===== src/rtl/reg_ctrl_pkg.sv =====
// Shared op encodings and FSM state type for the register write controller.
package reg_ctrl_pkg;

    typedef enum logic [1:0] {
        OP_LOAD = 2'b00,
        OP_INC  = 2'b01,
        OP_CLR  = 2'b10,
        OP_RSVD = 2'b11
    } op_e;

    typedef enum logic [1:0] {
        IDLE   = 2'b00,
        COMMIT = 2'b01,
        DONE   = 2'b10
    } state_e;

endpackage


===== src/rtl/reg_inc.sv =====
// WIDTH-bit incrementer with carry-out; only exists when REG_WRITE_INC_EN is defined,
// so a build without INC carries no incrementer at all.
`ifdef REG_WRITE_INC_EN
module reg_inc #(
    parameter int WIDTH = 8
) (
    input  logic [WIDTH-1:0] a,
    output logic [WIDTH-1:0] sum,
    output logic             carry
);

    assign {carry, sum} = {1'b0, a} + {{WIDTH{1'b0}}, 1'b1};

endmodule
`endif


===== src/rtl/reg_write_ctrl.sv =====
// Three-state write controller for two WIDTH-bit registers (LOAD/INC/CLR).
// Define REG_WRITE_INC_EN to enable INC; otherwise INC is rejected like the reserved op.
module reg_write_ctrl
    import reg_ctrl_pkg::*;
#(
    parameter int               WIDTH   = 8,
    parameter logic [WIDTH-1:0] RST_VAL = {WIDTH{1'b0}}
) (
    input  logic             clk,
    input  logic             rst,
    input  logic [WIDTH-1:0] bus,
    input  logic             wr_req,
    input  logic             reg_addr,
    input  logic [1:0]       op,
    output logic [WIDTH-1:0] R1,
    output logic [WIDTH-1:0] R2,
    output logic             busy,
    output logic             done,
    output logic             err,
    output logic             wrap
);

    state_e           state_r;
    state_e           state_nxt_s;
    logic [WIDTH-1:0] stage_data_r;
    logic             stage_addr_r;
    op_e              stage_op_r;
    logic [WIDTH-1:0] r1_r;
    logic [WIDTH-1:0] r2_r;
    logic             busy_r;
    logic             done_r;
    logic             err_r;
    logic             capture_s;
    logic             commit_s;
    logic             write_s;
    logic             reject_s;
    logic [WIDTH-1:0] new_val_s;

`ifdef REG_WRITE_INC_EN
    logic [WIDTH-1:0] target_old_s;
    logic [WIDTH-1:0] inc_sum_s;
    logic             inc_carry_s;
    logic             wrap_s;
    logic             wrap_r;

    assign target_old_s = stage_addr_r ? r2_r : r1_r;

    reg_inc #(.WIDTH(WIDTH)) u_inc (
        .a     (target_old_s),
        .sum   (inc_sum_s),
        .carry (inc_carry_s)
    );
`endif

    // State register
    always_ff @(posedge clk or posedge rst) begin
        if (rst) begin
            state_r <= IDLE;
        end else begin
            state_r <= state_nxt_s;
        end
    end

    // Next-state logic; requests outside IDLE are deliberately ignored
    always_comb begin
        state_nxt_s = state_r;
        capture_s   = 1'b0;
        commit_s    = 1'b0;
        case (state_r)
            IDLE: begin
                if (wr_req) begin
                    state_nxt_s = COMMIT;
                    capture_s   = 1'b1;
                end else begin
                    state_nxt_s = IDLE;
                end
            end
            COMMIT: begin
                state_nxt_s = DONE;
                commit_s    = 1'b1;
            end
            DONE: begin
                state_nxt_s = IDLE;
            end
            default: begin
                state_nxt_s = IDLE;
            end
        endcase
    end

    // Operation decode from the staged request
    always_comb begin
        new_val_s = stage_data_r;
        write_s   = 1'b0;
        reject_s  = 1'b0;
`ifdef REG_WRITE_INC_EN
        wrap_s    = 1'b0;
`endif
        case (stage_op_r)
            OP_LOAD: begin
                new_val_s = stage_data_r;
                write_s   = 1'b1;
            end
            OP_CLR: begin
                new_val_s = {WIDTH{1'b0}};
                write_s   = 1'b1;
            end
`ifdef REG_WRITE_INC_EN
            OP_INC: begin
                new_val_s = inc_sum_s;
                write_s   = 1'b1;
                wrap_s    = inc_carry_s;
            end
`else
            OP_INC: begin
                reject_s = 1'b1;
            end
`endif
            OP_RSVD: begin
                reject_s = 1'b1;
            end
            default: begin
                reject_s = 1'b1;
            end
        endcase
    end

    // Stage register: frozen from E0 so later bus/op/addr changes cannot leak in
    always_ff @(posedge clk or posedge rst) begin
        if (rst) begin
            stage_data_r <= {WIDTH{1'b0}};
            stage_addr_r <= 1'b0;
            stage_op_r   <= OP_LOAD;
        end else if (capture_s) begin
            stage_data_r <= bus;
            stage_addr_r <= reg_addr;
            stage_op_r   <= op_e'(op);
        end
    end

    // Target registers change only at the COMMIT edge
    always_ff @(posedge clk or posedge rst) begin
        if (rst) begin
            r1_r <= RST_VAL;
            r2_r <= RST_VAL;
        end else if (commit_s && write_s) begin
            if (stage_addr_r) begin
                r2_r <= new_val_s;
            end else begin
                r1_r <= new_val_s;
            end
        end
    end

    // Status flops; done/err land in the DONE cycle
    always_ff @(posedge clk or posedge rst) begin
        if (rst) begin
            busy_r <= 1'b0;
            done_r <= 1'b0;
            err_r  <= 1'b0;
        end else begin
            busy_r <= (state_nxt_s != IDLE);
            done_r <= commit_s;
            err_r  <= commit_s & reject_s;
        end
    end

`ifdef REG_WRITE_INC_EN
    // Wrap flag pulses alongside done when INC rolled over
    always_ff @(posedge clk or posedge rst) begin
        if (rst) begin
            wrap_r <= 1'b0;
        end else begin
            wrap_r <= commit_s & wrap_s;
        end
    end

    assign wrap = wrap_r;
`else
    assign wrap = 1'b0;
`endif

    assign R1   = r1_r;
    assign R2   = r2_r;
    assign busy = busy_r;
    assign done = done_r;
    assign err  = err_r;

endmodule


===== config.mk =====
export PLATFORM = sky130hd
export DESIGN_NAME = reg_write_ctrl
export DESIGN_NICKNAME = d
export VERILOG_FILES = /design/src/rtl/reg_ctrl_pkg.sv /design/src/rtl/reg_inc.sv /design/src/rtl/reg_write_ctrl.sv
export SDC_FILE = /design/constraint.sdc
export NUM_CORES = 1
export LEC_CHECK = 0
export ABC_AREA = 1
export BUFFER_PORTS_ARGS = -buffer_cell sky130_fd_sc_hd__buf_4
export CORE_ASPECT_RATIO = 1.75
export CORE_MARGIN = 3
export CORE_UTILIZATION = 54
export CTS_BUF_LIST = sky130_fd_sc_hd__clkbuf_2 sky130_fd_sc_hd__clkbuf_4 sky130_fd_sc_hd__clkbuf_8
export CTS_CLUSTER_SIZE = 16
export DETAILED_ROUTE_END_ITERATION = 8
export PLACE_DENSITY_LB_ADDON = 0.25
export SLEW_MARGIN = 20
export SYNTH_ARGS = -nofsm -noshare
export SYNTH_HDL_FRONTEND = slang
export SYNTH_SLANG_ARGS = --single-unit

===== constraint.sdc =====
create_clock -name clk -period 1.1 [get_ports clk]
set_input_delay 0.22 -clock clk [delete_from_list [all_inputs] [get_ports clk]]
set_output_delay 0.22 -clock clk [all_outputs]
set_load 0.005 [all_outputs]

==> flow_summary.yaml <==
setup_path:
  cp-start-kind: "register"
  arrival_ns: 1.34
  critPathKind: "reg2reg"
  required_ns: 1.32
  rr_startpoint: "stage_op_r[0]$_DFFE_PP0P_"
  timing.reg2reg.setup_slack_ns: -0.01
  crit_path_end_kind: "register"
  crit_start: "stage_op_r[0]$_DFFE_PP0P_"
  crit_fanout: 8
placement:
  numPortBuffers: 32
  place_hpwl_mm: 1.98
  dpl-instance-area_sq_um: 1610
  gp_congestion: 0.775
synth:
  muxShareOfSynthArea: 0
  avgSynthCellArea_sq_um: 9.59
  synth_edf_count: 0
  synth-compound-area-share: 0.0766
  synth-xor-area-share: 0
  synth-simple-area-share: 0.269
  seq_area_frac_synth: 0.586
  yosys_register_bits: 31
  async_flop_share: 1.00
  synth.distinct_cells: 14
  synth_fa_ha_area_frac: 0
  synthesis.nets: 152
  synth_top_family_by_area: "simple AND/OR/NAND/NOR gates"
  synth_ff_type: "dfrtp_1"
  yosys_warnings: 0
  syn_inst: 138
  synthesis.area_sq_um: 1320
power_and_ir_drop:
  p_per_area_nw_per_um2: 2260
  p_leak_nw: 0.973
  vdd_drop_max_mv: 1.52
  finalPower_w: 0.00423
floorplan:
  io_pins: 34
  fp.dieArea_sq_um: 3100
  die_x_um: 43.4
  die_h_um: 71.5
  initial_core_util: 0.575
  core-area_sq_um: 2300
  rows: 23
clocking:
  clock-sinks: 31
  htree_num_levels: 2
  cts_made_buffers: 5
  clockBufferDepth: 2
  cts_root_buf: "clkbuf_8"
  cts_tree: "yes"
  worstSkewPairLatency_ns: 0.28
  clkTransAtPathRegs_ns: 0.06
route:
  post-route-drc-count: 0
  wl_mm: 3.15
  post_drt_wl_per_cell_um: 15.0
  firstDrtPassIters: 4
  drt_iter0_markers: 32
  vias_per_cell: 5.07
  antenna_left: 0
  vias: 1064
sta:
  finClkSkew_ns: 0.00562
  setup_tns_ns: -0.0276
  hold_viol_final: 0
  drv_slew: 0
  fmax_mhz: 899
  grt_setup_unrepaired: "yes"
  post-route-period-util: 1.01
  setup_slack_ns: -0.0124
  hold_ws_ns: 0.135
  setup_viol: 4
  period_needed_ns: 1.11
global_routing:
  grt_usage: 0.198
  grt_pass1_vias: 996
  antenna_found_initial: 0
  grt_overflow: 0
  grt_pass1_wl_mm: 4.51
  grt_max_degree: 32
final_layout:
  mostFrequentLayoutCell: "nand2_1"
  final_layout_size_suffix_gt1_frac: 0.449
  final_cell_mix: "nand2_1, buf_4, dfrtp_1, o21ai_2, inv_1"
  n_antenna_cell: 0
  final_area_sq_um: 1870
  utilization: 0.811
  area_growth_pct: 41.1
  fin_nets: 198
hold_path:
  min_from: "bus[5]"
  hold_path_class: "in2reg"
job:
  cap_violations: 0
run_status:
  violations: "setup timing"
  status: "finished, violations left"
-- power by group --
| group | internal (W) | switching (W) | total [W] |
|---|---|---|---|
| Combinational | 0.000746 | 0.000713 | 0.00146 |
| Sequential | 0.00153 | 0.000237 | 0.00177 |
| Clock | 0.000595 | 0.000408 | 0.00100 |
-- metrics by stage --
| step | setup WS, ns | std cells |
|---|---|---|
| after global placement | 0.0131 | 195 |
| after CTS | 0.000340 | 204 |
| after detailed placement | -0.0456 | 195 |
| after global routing | -0.0812 | 210 |
| final | -0.0124 | 210 |
| after floorplan | 0.0835 | 138 |
-- area by class of cell --
type / count / area [sq um]
sequential: 31 / 777
multi-input combinational: 89 / 504
fill: 139 / 434
timing repair buffer: 42 / 385
clock buffer: 8 / 104
inverter: 15 / 66.3
tap: 25 / 31.3
-- synthesized netlist by cell type, types with 2 or more instances --
cell,n,share of area
dfrtp_1,31,0.59
inv_2,5,0.014
nand2_1,59,0.17
nand3_4,3,0.040
o21ai_2,11,0.073
nor2_4,3,0.026
nor2_1,9,0.026
buf_6,2,0.017
inv_1,10,0.028
-- sequential cells by signal (all words and copies together) (netlist names) --
signal	count
stage_data_r	8
R1	8
state_r	1
stage_op_r	2
R2	8
stage_addr_r	1
done	1
busy	1
err	1
-- timing repair --
action / 4_1_cts / 5_1_grt
setup buffers: 0 / 3
setup endpoints to repair: 20 / 28
pin swaps: 0 / 21
resized for setup: 3 / 16
hold buffers: 1 / 0
endpoints found under the hold margin: 31 / 0
cloned: 0 / 3
-- worst paths after layout --
kind                                                     to  depth (start not counted)
worst max-delay path                      R1[4]$_DFFE_PP0P_                          5
worst min-delay path            stage_data_r[5]$_DFFE_PP0P_                          3
worst max register to register            R1[4]$_DFFE_PP0P_                          5
worst min register to register            R1[0]$_DFFE_PP0P_                          2
max in group asynchronous                    done$_DFF_PP0_                          4
min in group asynchronous                 R1[2]$_DFFE_PP0P_                          4
-- routing by layer --
layer,vias to the layer above,part of all wire,global-route usage
met5,-,0,0
met4,0,0.028,0.0906
met3,11,0.046,0.0603
met2,34,0.58,0.328
met1,514,0.35,0.230
li1,505,-,-
-- cell families after synthesis --
kind of cell | Yosys count
other cells | 1
flops | 31
compound gates | 12
buf+inv | 18
simple gates | 76
-- worst max-delay path, cell delays in order (launching register included) --
cell,delay [ns]
dfrtp_1,0.43
inv_4,0.12
nand3_4,0.10
nor2_4,0.22
nand2_1,0.10
nand2_1,0.07
Note: power is estimated with default switching activity, not from simulation.
